--- src/rtl/mux_arb_pkg.sv ---
// Shared types and constants for the two-requester mux arbiter.
package mux_arb_pkg;

    typedef enum logic [1:0] {
        IDLE    = 2'd0,
        GRANT_A = 2'd1,
        GRANT_B = 2'd2
    } state_t;

    localparam logic SEL_A = 1'b0;
    localparam logic SEL_B = 1'b1;

endpackage

--- src/rtl/mux_arb_hold_cnt.sv ---
// Saturating tenure counter: cleared when ownership changes, counts while a
// grant is held and sticks at MAX_HOLD-1 so the arbiter can test for preemption.
module mux_arb_hold_cnt #(
    parameter int MAX_HOLD = 4,
    parameter int W        = $clog2(MAX_HOLD)
) (
    input  logic         clk,
    input  logic         rst,
    input  logic         clr,
    input  logic         en,
    output logic [W-1:0] cnt,
    output logic         max_hit
);

    localparam logic [W-1:0] CNT_MAX = W'(MAX_HOLD - 1);

    assign max_hit = (cnt == CNT_MAX);

    // Clear has priority over counting; counting stops at the ceiling.
    always_ff @(posedge clk) begin
        if (rst) begin
            cnt <= '0;
        end else if (clr) begin
            cnt <= '0;
        end else if (en && !max_hit) begin
            cnt <= cnt + W'(1);
        end
    end

endmodule

--- src/rtl/mux_arb.sv ---
// Two-requester arbiter driving a downstream 2:1 mux select. Ownership is
// bounded to MAX_HOLD cycles while the other side waits; simultaneous idle
// requests alternate using the last-served flag.
//
//   state   | meaning
//   --------+---------------------------------------------
//   IDLE    | nobody owns the mux, sel holds last value
//   GRANT_A | requester A owns the mux, sel = a
//   GRANT_B | requester B owns the mux, sel = b
module mux_arb
    import mux_arb_pkg::*;
#(
    parameter int MAX_HOLD = 4
) (
    input  logic                        clk,
    input  logic                        rst,
    input  logic                        req_a,
    input  logic                        req_b,
    input  logic                        done_a,
    input  logic                        done_b,
    output logic                        gnt_a,
    output logic                        gnt_b,
    output logic                        sel,
    output logic [$clog2(MAX_HOLD)-1:0] hold_cnt
);

    localparam int W = $clog2(MAX_HOLD);

    state_t state;
    state_t state_nx;
    logic   last_b;
    logic   max_hit;
    logic   cnt_clr;
    logic   cnt_en;

    // Next-state decode: preemption at the tenure limit beats everything,
    // then a release hands straight over to a waiting requester.
    always_comb begin
        state_nx = state;
        case (state)
            IDLE: begin
                if (req_a && req_b) begin
                    state_nx = last_b ? GRANT_A : GRANT_B;
                end else if (req_a) begin
                    state_nx = GRANT_A;
                end else if (req_b) begin
                    state_nx = GRANT_B;
                end
            end
            GRANT_A: begin
                if (req_b && max_hit) begin
                    state_nx = GRANT_B;
                end else if (done_a || !req_a) begin
                    state_nx = req_b ? GRANT_B : IDLE;
                end
            end
            GRANT_B: begin
                if (req_a && max_hit) begin
                    state_nx = GRANT_A;
                end else if (done_b || !req_b) begin
                    state_nx = req_a ? GRANT_A : IDLE;
                end
            end
            default: state_nx = IDLE;
        endcase
    end

    // The tenure counter restarts on any ownership change and only runs while owned.
    always_comb begin
        cnt_clr = (state_nx != state) || (state == IDLE);
        cnt_en  = (state != IDLE);
    end

    mux_arb_hold_cnt #(
        .MAX_HOLD (MAX_HOLD),
        .W        (W)
    ) u_hold_cnt (
        .clk     (clk),
        .rst     (rst),
        .clr     (cnt_clr),
        .en      (cnt_en),
        .cnt     (hold_cnt),
        .max_hit (max_hit)
    );

    // State register with registered grant/select outputs and last-served flag.
    always_ff @(posedge clk) begin
        if (rst) begin
            state  <= IDLE;
            gnt_a  <= 1'b0;
            gnt_b  <= 1'b0;
            sel    <= SEL_A;
            last_b <= 1'b1;
        end else begin
            state <= state_nx;
            gnt_a <= (state_nx == GRANT_A);
            gnt_b <= (state_nx == GRANT_B);
            if (state_nx == GRANT_A) begin
                sel    <= SEL_A;
                last_b <= 1'b0;
            end else if (state_nx == GRANT_B) begin
                sel    <= SEL_B;
                last_b <= 1'b1;
            end
        end
    end

endmodule

--- config.mk ---
export PLATFORM = sky130hd
export DESIGN_NAME = mux_arb
export DESIGN_NICKNAME = d
export VERILOG_FILES = /design/src/rtl/mux_arb_pkg.sv /design/src/rtl/mux_arb_hold_cnt.sv /design/src/rtl/mux_arb.sv
export SDC_FILE = /design/constraint.sdc
export NUM_CORES = 1
export LEC_CHECK = 0
export ABC_AREA = 1
export CAP_MARGIN = 20
export CORE_AREA = 2 2 39 41
export CTS_BUF_LIST = sky130_fd_sc_hd__clkbuf_8 sky130_fd_sc_hd__clkbuf_16
export CTS_CLUSTER_DIAMETER = 60
export CTS_CLUSTER_SIZE = 20
export DETAILED_ROUTE_END_ITERATION = 10
export DIE_AREA = 0 0 41 43
export SYNTH_ARGS = -nofsm -noshare
export SYNTH_HDL_FRONTEND = slang
export SYNTH_SLANG_ARGS = --single-unit
--- constraint.sdc ---
create_clock -name clk -period 1.8 [get_ports clk]
set_input_delay 0.54 -clock clk [delete_from_list [all_inputs] [get_ports clk]]
set_output_delay 0.54 -clock clk [all_outputs]
set_load 0.02 [all_outputs]
Word level (Yosys, flattened, before mapping) --
Cells that the tools add are included.
Word-level totals: register bits after elaboration 8, input port bits 6, output and inout port bits 5, logic and storage cells 41
Cells by class: $add $sub $neg 1, equality and inequality tests 6, muxes and demuxes 13, reduce and logical (&&, ||, !) cells 15
Operator list (count):
- 2-bit two-way mux | 9
- 2-bit == test, second input constant | 3
- 2-bit case mux with 3 select lines | 1
- 2-bit by 1-bit == test with 1-bit output, second input constant | 2
- 1-bit logical AND | 4
- 2-bit nonzero test | 2
- 2-bit OR reduction | 2
- 1-bit logical NOT | 3
- 1-bit logical OR | 3
- 1-bit two-way mux | 3
- 2-bit by 1-bit adder with 2-bit output, second input constant | 1
- 2-bit logical NOT | 1
- 2-bit inequality test | 1

Depth between registers and ports, before layout --
Gate-level depths: netlist of run 1.
depth after elaboration 8, depth in mapped cells 10, mapped depth without buffers 10

Modules after synthesis --
A second synthesis of run 1 with hierarchy kept.
Unflattened totals: cells, all modules 71, area, all modules 445.4 um^2
By module, submodules not included:
- mux_arb | times used 1, cells an instance 55, area an instance 339.1 um^2, sequential area each 120.1 um^2
- mux_arb_hold_cnt | times used 1, cells an instance 16, area an instance 106.4 um^2, sequential area each 40.0 um^2

Worst setup path before layout of run 1 --
Ideal clock, no wire load.
kind register to register, start point register u_hold_cnt.cnt[0], end point register last_b, setup time 0.123 ns, arrival 1.545 ns, required time 1.677 ns, slack 0.132 ns, cell stages (with the launch flop) 10, path buffers 0, period minus slack after synthesis 1.668 ns, cells stage by stage dfxtp_1 > ha_1 > nand2_1 > nand3_1 > o31ai_1 > nor2_2 > inv_1 > ha_1 > a21oi_1 > o21ai_0
On the way: cells in the longest elaborated chain, start to end 6, elaborated cells between the ends (all ways) 10, classes of those cells eq/ne: 3; mux: 4; reduce/logical: 3
Ends and longest elaborated chain:
- from (decl) | RTL line mux_arb_hold_cnt.sv:11 | output logic [W-1:0] cnt,
- from (signal assigned) | RTL line mux_arb_hold_cnt.sv:26 | cnt <= cnt + W'(1);
- 2-bit == test * | RTL line mux_arb_hold_cnt.sv:17 | assign max_hit = (cnt == CNT_MAX);
- 1-bit logical AND (on tied branches) | RTL line mux_arb.sv:58, mux_arb.sv:51
- 2-bit two-way mux (on tied branches) | RTL line mux_arb.sv:58, mux_arb.sv:51
- 2-bit case mux with 3 select lines * | RTL line mux_arb.sv:40 | case (state)
- named net state_nx[1] | RTL line mux_arb.sv:30 | state_t state_nx;
- 2-bit by 1-bit == test with 1-bit output or 2-bit == test (tied branches) | RTL line mux_arb.sv:98, mux_arb.sv:101
- 1-bit two-way mux or 2-bit nonzero test (tied branches)
- to (signal assigned) | RTL line mux_arb.sv:93 | last_b <= 1'b1;
- to (signal assigned) | RTL line mux_arb.sv:100 | last_b <= 1'b0;
- to (signal assigned) | RTL line mux_arb.sv:103 | last_b <= 1'b1;
- to (decl) | RTL line mux_arb.sv:31 | logic last_b;
The timed path passes the listed nets; every way through them passes the cells marked *. A chain may end at the register's enable or synchronous reset.

Worst setup path in the final report of run 1 --
start point register u_hold_cnt.cnt[0], end point output port hold_cnt[0]
RTL lines:
- to (decl) | RTL line mux_arb.sv:24 | output logic [$clog2(MAX_HOLD)-1:0] hold_cnt
No word-level cell between the ends.

==> impl_metrics.csv, run 1 <==
group,metric,value,unit
sta,final.min_clock_period,1.75,ns
place,placed_cell_area,611,sq um
logic_synthesis,synth_cell_type_count,22,
logic_synthesis,synthAdderAreaFrac,8.29,%
logic_synthesis,ys_seq_area_share,35.4,%
critical_path,worst_setup_path_end_kind,"output port",
drt,number_of_routed_nets_with_antenna_violations,0,
sta,timing.final.max_slew_violations,0,
critical_path,crit_family,"buffers and inverters",
sta,setup_ws,0.0522,ns
pwr,total_power,0.656,mW
sta,clock.fmax,0.572,GHz
cts,worst_skew_pair.late_latency,0.22,ns
critical_path,path_class,"register to output port",
layout,final_layout_size_suffix_gt1_share,31.0,%
pwr,p_sw_share,29.9,%
critical_path,timing.critical_path.buf_inv,1,
pwr,vdd_drop_max,0.000502,V
critical_path,critical_path_arrival,1.21,ns
place,post-place-ws,-0.434,ns
cts,clkSinkCount,8,
global_routing,grt_antenna_before_repair,0,
global_routing,grt_start_max_net_pins,8,
critical_path,timing.critical_path.slowest_cell_delay,0.62,ns
drt,wl_per_cell,9.92,um
logic_synthesis,synth.mux.area_fraction,0,%
global_routing,globalRoute.totalOverflow,0,
layout,layout-area-overhead-vs-synth,58.0,%
layout,final_net_count,95,
sta,timing.final.crit_share,97.1,%
logic_synthesis,syn_avg_cell_area,7.19,sq um
sta,slew_headroom,79.3,%
worst_hold_path,hold_path.class,"register to register",
place,dpl.hpwl,667,um
pwr,power_density,917,mW/mm^2
critical_path,timing.critical_path.from,"u_hold_cnt.cnt[0]",
drt,firstDrtPassIters,4,
cts,buffer_depth_of_the_longest_clock_path,2,
layout,number_of_non_filler_instances_in_the_completed_layout,100,
pwr,p_int,0.461,mW
worst_hold_path,hold_path_startpoint,"last_b",
sta,setup_violations,0,
pwr,power.clock.fraction,32.2,%
layout,layout.cells.most_common,"nor2_1",
sta,worst_clock_skew,0.000286,ns
critical_path,worstPathMaxFanout,3,
floorplanning,placementRows,14,
logic_synthesis,netlist_instances,63,
layout,mostFrequentLayoutCells,"10 x nor2_1, 8 x nand2_1, 8 x inv_1, 8 x dfxtp_1, 7 x buf_4",
logic_synthesis,netlist_area,453,sq um
layout,diodes,0,
outcome,outcome,"completed",
sta,worstMarginPinSlew,0.310,ns
cts,cts.htree.levels,1,
logic_synthesis,yosys_warnings,0,
place,dpl.cell_count,94,
floorplanning,top_level_pins,11,
pwr,comb_power_share,34.0,%
logic_synthesis,synth.ff_latch_count,8,
critical_path,worstPathRequired,1.26,ns
sta,timing_hold_violations_final,0,
critical_path,timing.critical_path.from_type,"register",
place,io_buffers,10,
cts,clk_pin_slew,0.04,ns
sta,grt_setup_unrepaired,"no",
floorplanning,floorplan.die.height,43,um
place,place_congestion,0.682,
global_routing,first_global_vias,411,
logic_synthesis,mapped_nets,72,
drt,dr_total_vias,450,
cts,cts_hold_buffers,0,
cts,cts_tree,"done",
logic_synthesis,post_synth_and_or_nand_nor_area_fraction,35.4,%
logic_synthesis,synth_top_family_by_area,"simple AND/OR/NAND/NOR gates",
cts,number_of_buffers_created_by_cts,3,
global_routing,wire_length_of_the_first_global_routing_pass,1480,um
critical_path,critical_path.cell_chain,"clkdlybuf4s50_1",
run,max_cap_violations,0,
global_routing,gr-usage-all-layers,12.5,%
layout,postLayoutCellArea,716,sq um
drt,drt_first_iter_violations,6,
drt,avgViaCountPerCell,4.50,
critical_path,crit_path_top_delay_cell,"clkdlybuf4s50_1",
pwr,static-leakage-power,0.313,nW
pwr,seq_power_share,33.7,%
critical_path,critical_path.reg2reg.startpoint,"u_hold_cnt.cnt[0]",
floorplanning,floorplan.die_area,0.00176,sq mm
floorplanning,placeableCoreArea,0.00138,sq mm
cts,ctsRootBufferMaster,"clkbuf_8",
drt,post_detailed_route_drc_marker_count,0,
drt,drt-total-wl,992,um
logic_synthesis,post_synth_xor_area_fraction,1.93,%
logic_synthesis,share_of_the_synthesized_area_in_compound_gates_ao_oa_aoi_oai,8.29,%
sta,final.hold.worst_slack,0.513,ns
floorplanning,width_of_the_chip,41,um
floorplanning,floorplan.initialDensity,32.7,%
pwr,netSwitchingPower,0.196,mW
## cell type report
type | instances | area, sq um
inverters | 13 | 48.8
flip-flops and latches | 8 | 160
clock buffers | 3 | 41.3
multi-input cells | 42 | 283
repair buffers | 18 | 163
well taps | 16 | 20.0
fillers | 142 | 668
## kinds of logic (layout without fill, tap and decap cells)
group | Yosys count | in the layout
AO/OA/AOI/OAI | 7 | 7
flip-flops | 8 | 8
adder cells (fa/ha/maj) | 3 | 3
XOR/XNOR | 1 | 1
buffers and inverters | 13 | 34
AND/OR/NAND/NOR | 31 | 31
## worst paths after layout
| path | cells after the start | slack [ns] | end |
|---|---|---|---|
| worst max register to register | 9 | 0.25 | last_b |
| worst min register to register | 2 | 0.51 | last_b |
| worst min-delay path | 2 | 0.51 | last_b |
| worst max-delay path | 1 | 0.05 | hold_cnt[0] |
## cell usage after synthesis (all sizes together)
master / count / area, sq um
nor2: 13 / 61.3
inv: 12 / 45.0
nand2: 9 / 36.3
dfxtp: 8 / 160
o21ai: 4 / 20.0
ha: 3 / 37.5
nand3: 3 / 20.0
a21oi: 2 / 10.0
nand4: 2 / 12.5
and2: 1 / 6.26
and3: 1 / 11.3
clkinv: 1 / 3.75
nand3b: 1 / 7.51
nor3: 1 / 5.00
o31ai: 1 / 7.51
xnor2: 1 / 8.76
## flip-flops by register name (all words and copies together) (netlist names)
signal          count
state               2
u_hold_cnt.cnt      2
gnt_a               1
gnt_b               1
last_b              1
sel                 1
## routing by layer
metal	GRT usage, %	part of all wire [%]	wire [um]	vias up
li1	-	-	-	240
met1	15.9	45	451	197
met2	17.8	48	473	11
met3	3.14	5.1	51	2
met4	8.00	1.7	17	0
met5	0	0	0	-
## per-stage QoR
step                setup TNS, ns  utilization, %
finish                          0            51.7
global route                    0            51.7
CTS                             0            47.4
detailed placement          -1.42            44.1
global placement            -1.37            44.1
floorplan                       0               -
## power groups by stage
stage	clock network, mW	registers, mW	logic, mW
floorplan	0	0.231	0.0967
global placement	0	0.221	0.180
detailed placement	0	0.221	0.180
CTS	0.217	0.218	0.183
global route	0.227	0.224	0.251
finish	0.211	0.222	0.224
## what timing repair did
action	CTS	global route
buffers inserted	1	2
gates cloned	0	0
resized for setup	4	9
setup endpoints to repair	4	3
pin swaps	2	7
Note: power is estimated with default switching activity, not from simulation.
==> inputs of run 2 (changes only) <==
--- a/config.mk
+++ b/config.mk
@@ -13,6 +13,7 @@
 export CTS_CLUSTER_SIZE = 20
 export DETAILED_ROUTE_END_ITERATION = 10
 export DIE_AREA = 0 0 41 43
+export REMOVE_ABC_BUFFERS = 1
 export SYNTH_ARGS = -nofsm -noshare
 export SYNTH_HDL_FRONTEND = slang
 export SYNTH_SLANG_ARGS = --single-unit
==> results of run 2 <==
Same layout as run 1: the final DEF is identical, and so are final timing and power.
==> inputs of run 3 (changes only) <==
--- a/config.mk
+++ b/config.mk
@@ -7,13 +7,17 @@
 export LEC_CHECK = 0
 export ABC_AREA = 1
 export CAP_MARGIN = 20
-export CORE_AREA = 2 2 39 41
+export CELL_PAD_IN_SITES_DETAIL_PLACEMENT = 1
+export CELL_PAD_IN_SITES_GLOBAL_PLACEMENT = 1
+export CORE_MARGIN = 2
+export CORE_UTILIZATION = 32
 export CTS_BUF_LIST = sky130_fd_sc_hd__clkbuf_8 sky130_fd_sc_hd__clkbuf_16
 export CTS_CLUSTER_DIAMETER = 60
 export CTS_CLUSTER_SIZE = 20
 export DETAILED_ROUTE_END_ITERATION = 10
-export DIE_AREA = 0 0 41 43
+export PLACE_DENSITY_LB_ADDON = 0.1
 export REMOVE_ABC_BUFFERS = 1
 export SYNTH_ARGS = -nofsm -noshare
 export SYNTH_HDL_FRONTEND = slang
 export SYNTH_SLANG_ARGS = --single-unit
+export TNS_END_PERCENT = 50
==> run 3 against run 2 <==
Compared with the run above: wire length up 10%; setup slack lost 0.0010 ns; fmax barely moved; largest power group is now sequential cells; sequential power about the same; highest routed layer unchanged; clock skew barely moved; critical endpoint unchanged; non-clock buffer count shrank 2; clock power about the same; combinational power down 2%.
==> impl_metrics.csv, run 3 (synthesized netlist as in run 1, its figures left out) <==
group,metric,value,unit
critical_path,crit_family,"buffers and inverters",
drt,number_of_routed_nets_with_antenna_violations,0,
drt,firstDrtPassIters,4,
cts,number_of_buffers_created_by_cts,3,
drt,met2_length,560,um
sta,setup-tns-final,0,ns
layout,reg_top3,"state: 2 flops, u_hold_cnt.cnt: 2 flops",
critical_path,worstPathRequired,1.26,ns
layout,final_layout_size_suffix_gt1_share,30.5,%
layout,number_of_non_filler_instances_in_the_completed_layout,97,
pwr,total_power,0.651,mW
critical_path,crit_path_top_delay_cell,"clkdlybuf4s50_1",
layout,mostFrequentLayoutCells,"10 x nor2_1, 8 x nand2_1, 8 x dfxtp_1, 7 x inv_1",
critical_path,path_class,"register to output port",
global_routing,wire_length_of_the_first_global_routing_pass,1930,um
sta,slew_headroom,79.8,%
global_routing,first_global_vias,469,
sta,timing.final.max_slew_violations,0,
drt,route.layer.met1.wl,479,um
drt,wl_per_cell,11.3,um
sta,final.min_clock_period,1.75,ns
place,io_buffers,10,
sta,setup_violations,0,
pwr,vdd_drop_max,0.000562,V
pwr,static-leakage-power,0.301,nW
pwr,power_density,934,mW/mm^2
sta,timing_hold_violations_final,0,
cts,cts_tree,"done",
drt,drt_first_iter_violations,3,
critical_path,timing.critical_path.buf_inv,1,
layout,layout-area-overhead-vs-synth,53.9,%
layout,layout.cells.most_common,"nor2_1",
place,place_congestion,0.761,
critical_path,worst_setup_path_end_kind,"output port",
drt,post_detailed_route_drc_marker_count,0,
place,dpl.cell_count,93,
global_routing,globalRoute.totalOverflow,0,
sta,clock.fmax,0.572,GHz
drt,avgViaCountPerCell,4.74,
sta,final.hold.worst_slack,0.512,ns
worst_hold_path,hold_path_startpoint,"last_b",
drt,wire_length_on_met3,37,um
cts,clkSinkCount,8,
floorplanning,top_level_pins,11,
sta,worst_clock_skew,0.000722,ns
worst_hold_path,hold_path.class,"register to register",
floorplanning,floorplan.die_area,0.00173,sq mm
floorplanning,placeableCoreArea,0.00132,sq mm
critical_path,timing.critical_path.from_type,"register",
global_routing,grt_start_max_net_pins,8,
place,dpl.hpwl,851,um
floorplanning,placementRows,13,
critical_path,timing.critical_path.from,"u_hold_cnt.cnt[0]",
cts,cts.htree.levels,1,
critical_path,critical_path_arrival,1.21,ns
floorplanning,floorplan.die.height,41.6,um
cts,ctsRootBufferMaster,"clkbuf_8",
sta,setup_ws,0.0511,ns
cts,buffer_depth_of_the_longest_clock_path,2,
sta,timing.final.crit_share,97.2,%
sta,worstMarginPinSlew,0.303,ns
floorplanning,floorplan.initialDensity,34.4,%
cts,clk_pin_slew,0.04,ns
layout,diodes,0,
place,post-place-ws,-0.460,ns
critical_path,critical_path.reg2reg.startpoint,"u_hold_cnt.cnt[0]",
sta,grt_setup_unrepaired,"no",
critical_path,critical_path.cell_chain,"clkdlybuf4s50_1",
floorplanning,width_of_the_chip,41.6,um
drt,dr_total_vias,460,
outcome,outcome,"completed",
global_routing,grt_antenna_before_repair,0,
drt,drt-total-wl,1090,um
layout,final_net_count,93,
critical_path,worstPathMaxFanout,3,
critical_path,regToRegSetupSlack,0.24,ns
cts,worst_skew_pair.late_latency,0.22,ns
critical_path,timing.critical_path.slowest_cell_delay,0.62,ns
drt,top_layer_used,"met4",
global_routing,gr-usage-all-layers,14.4,%
run,max_cap_violations,0,
-- run 3: worst paths after layout --
path                 end  cells past startpoint
max          hold_cnt[0]                      1
max reg2reg       last_b                      9
min reg2reg       last_b                      2
min               last_b                      2
-- run 3: what timing repair did --
action,4_1_cts,5_1_grt
pin swaps,3,4
buffers inserted,0,1
resized for setup,3,11
hold buffers,0,0
endpoints found under the setup margin,3,3
cloned,0,0
-- run 3: routing by layer --
layer	vias to the layer above	global-route usage (%)
li1	235	-
met1	214	17.4
met2	9	24.7
met3	2	3.04
met4	0	5.81
met5	-	0
-- run 3: cell type report --
cell class	instances	area, sq um
clock buffers	3	41.3
fillers	176	621
inverters	13	48.8
multi-input cells	42	283
flip-flops and latches	8	160
well taps	15	18.8
repair buffers	16	145
-- run 3: where the power goes --
part / switching, mW / leakage, nW / total [mW] / internal (mW)
Clock: 0.0652 / 0.0216 / 0.210 / 0.144
Combinational: 0.109 / 0.214 / 0.220 / 0.110
Sequential: 0.0208 / 0.0655 / 0.222 / 0.201
-- run 3: through the flow --
stage                     instance area, sq um  util [%]
after CTS                                  647      49.1
after detailed placement                   609      46.2
after global placement                     609      46.2
after floorplan                            453         -
final                                      697      52.9
after global routing                       697      52.9
